==> src/rtl/if_stage_hs_if.sv <==
// Fetch-stage bundle: decode-side handshake, redirect request and the
// instruction-memory load port, seen from the fetch stage as the slave.
interface if_stage_hs_if #(
    parameter int XLEN = 64
);
    logic            redirect_valid;
    logic [XLEN-1:0] redirect_pc;
    logic            id_ready;
    logic            imem_we;
    logic [XLEN-1:0] imem_waddr;
    logic [31:0]     imem_wdata;
    logic            if_valid;
    logic [XLEN-1:0] if_pc;
    logic [31:0]     if_instr;
    logic            if_fault;

    modport master (
        output redirect_valid, redirect_pc, id_ready,
        output imem_we, imem_waddr, imem_wdata,
        input  if_valid, if_pc, if_instr, if_fault
    );

    modport slave (
        input  redirect_valid, redirect_pc, id_ready,
        input  imem_we, imem_waddr, imem_wdata,
        output if_valid, if_pc, if_instr, if_fault
    );
endinterface

==> src/rtl/if_stage_hs.sv <==
// Instruction-fetch stage: PC, word-indexed instruction memory with a load port,
// a registered valid/ready output to decode, redirect flush and fault halting.
module if_stage_hs #(
    parameter int              XLEN       = 64,
    parameter int              IMEM_DEPTH = 128,
    parameter logic [XLEN-1:0] RESET_PC   = {XLEN{1'b0}},
    parameter logic [31:0]     NOP_INSTR  = 32'h0000_0013
) (
    input  logic         clk,
    input  logic         reset,
    if_stage_hs_if.slave bus
);
    localparam int IDX_W = $clog2(IMEM_DEPTH);
    localparam int HI_W  = XLEN - IDX_W - 2;
    localparam logic [XLEN-1:0] PC_STEP = XLEN'(3'd4);

    typedef enum logic {
        ST_RUN  = 1'b0,
        ST_HALT = 1'b1
    } state_t;

    state_t           state_r;
    logic [XLEN-1:0]  pc_r;
    logic [31:0]      mem_r [IMEM_DEPTH];

    logic             fault_s;
    logic             advance_s;
    logic             wr_ok_s;
    logic [IDX_W-1:0] rd_idx_s;
    logic [IDX_W-1:0] wr_idx_s;
    logic             unused_waddr_lo_s;

    // Byte-offset bits of the write address carry no meaning for word writes.
    assign unused_waddr_lo_s = ^bus.imem_waddr[1:0];

    // Fetch fault detection, advance decision and memory index decode.
    always_comb begin
        fault_s   = 1'b0;
        advance_s = 1'b0;
        wr_ok_s   = 1'b0;
        rd_idx_s  = pc_r[IDX_W+1:2];
        wr_idx_s  = bus.imem_waddr[IDX_W+1:2];
        if ((pc_r[1:0] != 2'b00) || (pc_r[XLEN-1:IDX_W+2] != {HI_W{1'b0}})) begin
            fault_s = 1'b1;
        end else begin
            fault_s = 1'b0;
        end
        if ((state_r == ST_RUN) && !bus.redirect_valid && (!bus.if_valid || bus.id_ready)) begin
            advance_s = 1'b1;
        end else begin
            advance_s = 1'b0;
        end
        if (bus.imem_we && (bus.imem_waddr[XLEN-1:IDX_W+2] == {HI_W{1'b0}})) begin
            wr_ok_s = 1'b1;
        end else begin
            wr_ok_s = 1'b0;
        end
    end

    // Instruction memory load port; a same-cycle fetch still sees the old word.
    always_ff @(posedge clk) begin
        if (wr_ok_s) begin
            mem_r[wr_idx_s] <= bus.imem_wdata;
        end
    end

    // PC, run/halt state and the registered decode-side output entry.
    always_ff @(posedge clk or posedge reset) begin
        if (reset) begin
            pc_r         <= RESET_PC;
            state_r      <= ST_RUN;
            bus.if_valid <= 1'b0;
            bus.if_pc    <= {XLEN{1'b0}};
            bus.if_instr <= NOP_INSTR;
            bus.if_fault <= 1'b0;
        end else if (bus.redirect_valid) begin
            pc_r         <= bus.redirect_pc;
            state_r      <= ST_RUN;
            bus.if_valid <= 1'b0;
            bus.if_fault <= 1'b0;
        end else if (advance_s) begin
            bus.if_valid <= 1'b1;
            bus.if_pc    <= pc_r;
            if (fault_s) begin
                // Faulting PC is kept so the reported address stays stable in HALT.
                bus.if_instr <= NOP_INSTR;
                bus.if_fault <= 1'b1;
                state_r      <= ST_HALT;
            end else begin
                bus.if_instr <= mem_r[rd_idx_s];
                bus.if_fault <= 1'b0;
                pc_r         <= pc_r + PC_STEP;
            end
        end else if (bus.if_valid && bus.id_ready) begin
            bus.if_valid <= 1'b0;
        end else begin
            bus.if_valid <= bus.if_valid;
        end
    end
endmodule

==> src/flat_wrapper.sv <==
// flat-port wrapper written by rule: the top's interface ports become plain ports
module if_stage_hs_flat 
#(
    parameter int              XLEN       = 64,
    parameter int              IMEM_DEPTH = 128,
    parameter logic [XLEN-1:0] RESET_PC   = {XLEN{1'b0}},
    parameter logic [31:0]     NOP_INSTR  = 32'h0000_0013
)
  (clk, reset, bus_redirect_valid, bus_redirect_pc, bus_id_ready, bus_imem_we, bus_imem_waddr, bus_imem_wdata, bus_if_valid, bus_if_pc, bus_if_instr, bus_if_fault);
  if_stage_hs_if #(.XLEN(XLEN)) bus_i ();
  input  logic clk;
  input  logic reset;
  input wire logic [$bits(bus_i.redirect_valid)-1:0] bus_redirect_valid;
  input wire logic [$bits(bus_i.redirect_pc)-1:0] bus_redirect_pc;
  input wire logic [$bits(bus_i.id_ready)-1:0] bus_id_ready;
  input wire logic [$bits(bus_i.imem_we)-1:0] bus_imem_we;
  input wire logic [$bits(bus_i.imem_waddr)-1:0] bus_imem_waddr;
  input wire logic [$bits(bus_i.imem_wdata)-1:0] bus_imem_wdata;
  output wire logic [$bits(bus_i.if_valid)-1:0] bus_if_valid;
  output wire logic [$bits(bus_i.if_pc)-1:0] bus_if_pc;
  output wire logic [$bits(bus_i.if_instr)-1:0] bus_if_instr;
  output wire logic [$bits(bus_i.if_fault)-1:0] bus_if_fault;
  assign bus_i.redirect_valid = bus_redirect_valid;
  assign bus_i.redirect_pc = bus_redirect_pc;
  assign bus_i.id_ready = bus_id_ready;
  assign bus_i.imem_we = bus_imem_we;
  assign bus_i.imem_waddr = bus_imem_waddr;
  assign bus_i.imem_wdata = bus_imem_wdata;
  assign bus_if_valid = bus_i.if_valid;
  assign bus_if_pc = bus_i.if_pc;
  assign bus_if_instr = bus_i.if_instr;
  assign bus_if_fault = bus_i.if_fault;
  if_stage_hs #(.XLEN(XLEN), .IMEM_DEPTH(IMEM_DEPTH), .RESET_PC(RESET_PC), .NOP_INSTR(NOP_INSTR)) u_core (.clk(clk), .reset(reset), .bus(bus_i));
endmodule
==> config.mk <==
export PLATFORM = sky130hd
export DESIGN_NAME = if_stage_hs_flat
export DESIGN_NICKNAME = d
export VERILOG_FILES = /design/src/rtl/if_stage_hs_if.sv /design/src/rtl/if_stage_hs.sv /design/src/flat_wrapper.sv
export SDC_FILE = /design/constraint.sdc
export NUM_CORES = 2
export LEC_CHECK = 0
export CAP_MARGIN = 20
export CORE_MARGIN = 4
export CORE_UTILIZATION = 23
export DETAILED_ROUTE_END_ITERATION = 8
export PLACE_DENSITY = 0.47
export SLEW_MARGIN = 25
export SYNTH_ARGS = -nofsm -noshare
export SYNTH_HDL_FRONTEND = slang
export SYNTH_SLANG_ARGS = --single-unit
==> constraint.sdc <==
create_clock -name clk -period 5.4 [get_ports clk]
set_input_delay 0.81 -clock clk [delete_from_list [all_inputs] [get_ports clk]]
set_output_delay 0.81 -clock clk [all_outputs]
set_load 0.02 [all_outputs]
==> impl_results.md <==
* Status: completed
* Clk pwr share at 41.2%
* Clock Sink Count at 4,259
* DIE WIDTH at 851 µm
* Worst Path Required at 6300 ps
* Drt first-iter violations at 10,730
* Layout Cells excl Fill at 17,976
* Worst-margin pin slew at 1200 ps
* DRT Pass-1 Iters at 5
* Vias in the first global route at 83,144
* Net count after synthesis at 7,485
* Clock insertion delay at the later pin of the skew report at 1020 ps
* Setup TNS at 0 ps
* Post_cts resized at 0
* Max Cap Viol at 0
* Fmax at 0.227 GHz
* Synth Flop Type: edfxtp_1
* Wirelength per Cell at 29.7 µm
* Crit Path Class: reg2reg
* Pint at 55.8 mW
* Final worst slack at 994 ps
* Post-route cell area at 196,000 µm²
* Layout cells sized above 1 at 28.1%
* Critical path arrival at 5300 ps
* Pwr Total at 73.0 mW
* Routed WL at 535,000 µm
* Crit Path Max Fanout at 18
* RSZ-0062 raised after global routing: no
* Pre-CTS WS at 611 ps
* I/O pin total at 263
* Seq/Total Area, Yosys at 77.8%
* Site Rows at 309
* Hold slack at 212 ps
* Max_slew headroom at 19.8%
* CTS tree: yes
* Largest net degree at the start of global routing at 129
* Syn avg cell area at 22.3 µm²
* Sw Ratio at 23.6%
* Element type at the critical path start: flop
* Fin util at 27.7%
* Final hold vios at 0
* Initial Util at 23.1%
* Final ANT Viol Nets at 0
* GRT overflow at 0
* Clock skew at 66.9 ps
* DP HPWL at 323,000 µm
* Reg power frac at 50.1%
* CP Capture Type: flop
* Post-synth EDFFs at 4,096
* Net Sw Power at 17.2 mW
* Synth cell types at 68
* Reg-to-reg slack, setup at 990 ps
* Asr flop ratio synth at 3.83%
* Postcts setup bufs at 0
* Pwr dens at 372 nW/µm²
* Dpl cells at 17,151
* Remaining DRCs at 0
* Combinational power share at 8.7%
* Placer Congestion at 0.829
* Clock Tree Root: clkbuf_16
* CTS Buf Count at 438
* CTS max path bufs at 4
* Synth warn at 0
* I/O Buffers at 260
* Post-synthesis cell count at 7,319
* Via density at 4.59
* Fin crit share at 81.6%
* Clk slew on worst S/H paths at 60 ps
* Via Count at 82,466
* DP Area at 182,000 µm²
* First-pass GRT wire length at 724,000 µm
* Leak Pwr at 60.1 nW
* Chip Height at 851 µm
* Synthesis-stage register bit count at 4,259
* Worst min path class: in2reg
* Max-slew violations at 0
* Die area at 724,000 µm²
* Fill cells at 69,773
* Clock period minus worst slack at 4410 ps
* Max rail drop VDD at 274 µV
* Post-Syn Area at 163,000 µm²
* Core area at 708,000 µm²
* Initial antenna violation count at 96
* H-tree depth at 5
* Nets at 8,272
* Syn-to-layout area delta at 20.0%
* Hold-fix buffers, CTS at 0
* Final Setup Violations at 0
* Global-route usage over all layers at 14.2%
[worst max-delay path, cell delays in order, from the launching register on]
cell	delay, ps
dfrtp_4	940
nor2b_4	1070
buf_4	390
buf_4	300
a221oi_1	140
a21oi_1	140
o21ai_0	230
buf_4	270
a221oi_1	290
buf_4	300
o21ai_1	100
[power by group through the flow]
| stage | Combinational (mW) | Sequential (mW) | Clock [mW] |
|---|---|---|---|
| global placement | 6.38 | 37.3 | 0 |
| floorplan | 3.09 | 37.4 | 0 |
| detailed placement | 6.46 | 37.3 | 0 |
| finish | 6.38 | 36.6 | 30.1 |
| global route | 6.68 | 36.6 | 32.1 |
| CTS | 6.47 | 36.6 | 30.7 |
[metal layers]
layer	vias to the layer above	part of all wire (%)	track usage (%)
met1	45329	42	19.7
li1	32691	-	-
met4	28	3.2	4.05
met2	3714	46	22.8
met3	704	8.0	2.75
met5	-	0.032	0
[registers in the layout (all words and copies together), names as in the netlist]
name and cells:
u_core.bus.if_instr 32, u_core.state_r 1, u_core.bus.if_pc 64, u_core.mem_r 4096
u_core.pc_r 64, u_core.bus.if_fault 1, u_core.bus.if_valid 1
[cell families after synthesis]
group / share of synthesized area, %
fa+ha+maj: 0.00766
compound gates: 2.63
simple gates: 1.71
flops: 77.8
xor+xnor: 0.0322
buf+inv: 1.76
mux: 16.1
[cells in the mapped netlist, drive strengths merged (65+ instances only)]
| cell type | instances | area, µm² |
|---|---|---|
| edfxtp | 4096 | 123000 |
| mux4 | 1001 | 22600 |
| nand2 | 326 | 1220 |
| mux2i | 299 | 2990 |
| buf | 277 | 2340 |
| nor2 | 180 | 678 |
| dfrtp | 160 | 4000 |
| clkbuf | 133 | 499 |
| a21oi | 115 | 576 |
| o21ai | 94 | 470 |
| a22oi | 88 | 661 |
| a221oi | 67 | 606 |
| mux2 | 65 | 732 |
[final timing paths]
check	to	start	cells past startpoint
max reg2reg	u_core.bus.if_instr[8]	u_core.pc_r[3]	10
min reg2reg	u_core.bus.if_pc[55]	u_core.bus.if_pc[55]	2
max in group asynchronous	u_core.bus.if_instr[15]	reset	3
min in group asynchronous	u_core.bus.if_pc[57]	reset	2
max	u_core.bus.if_instr[8]	u_core.pc_r[3]	10
min	u_core.mem_r[74][13]	bus_imem_wdata[13]	1
[area by class of cell]
type / count / area [µm²] / area share [%]
sequential: 4259 / 127000 / 64.8
tap: 9485 / 11900 / 6.05
inverter: 8 / 42.5 / 0.0217
antenna: 17 / 42.5 / 0.0217
multi-input combinational: 2642 / 34600 / 17.6
clock buffer: 547 / 11600 / 5.93
clock inverter: 261 / 2520 / 1.29
timing repair buffer: 757 / 8330 / 4.25
[layout by cell type (no fill, tap or decap), types with 45 or more instances in the layout]
cell type,n
clkbuf_16,444
nand2_1,324
edfxtp_1,4096
mux2_2,65
a21oi_1,115
clkinv_2,78
mux4_2,988
nor2_1,45
buf_4,359
buf_12,164
a22oi_1,88
clkdlybuf4s50_1,226
clkinv_1,103
a221oi_1,64
dfrtp_1,153
nor2_4,131
clkbuf_1,89
o21ai_0,73
mux2i_1,299
Note: power is estimated with default switching activity, not from simulation.
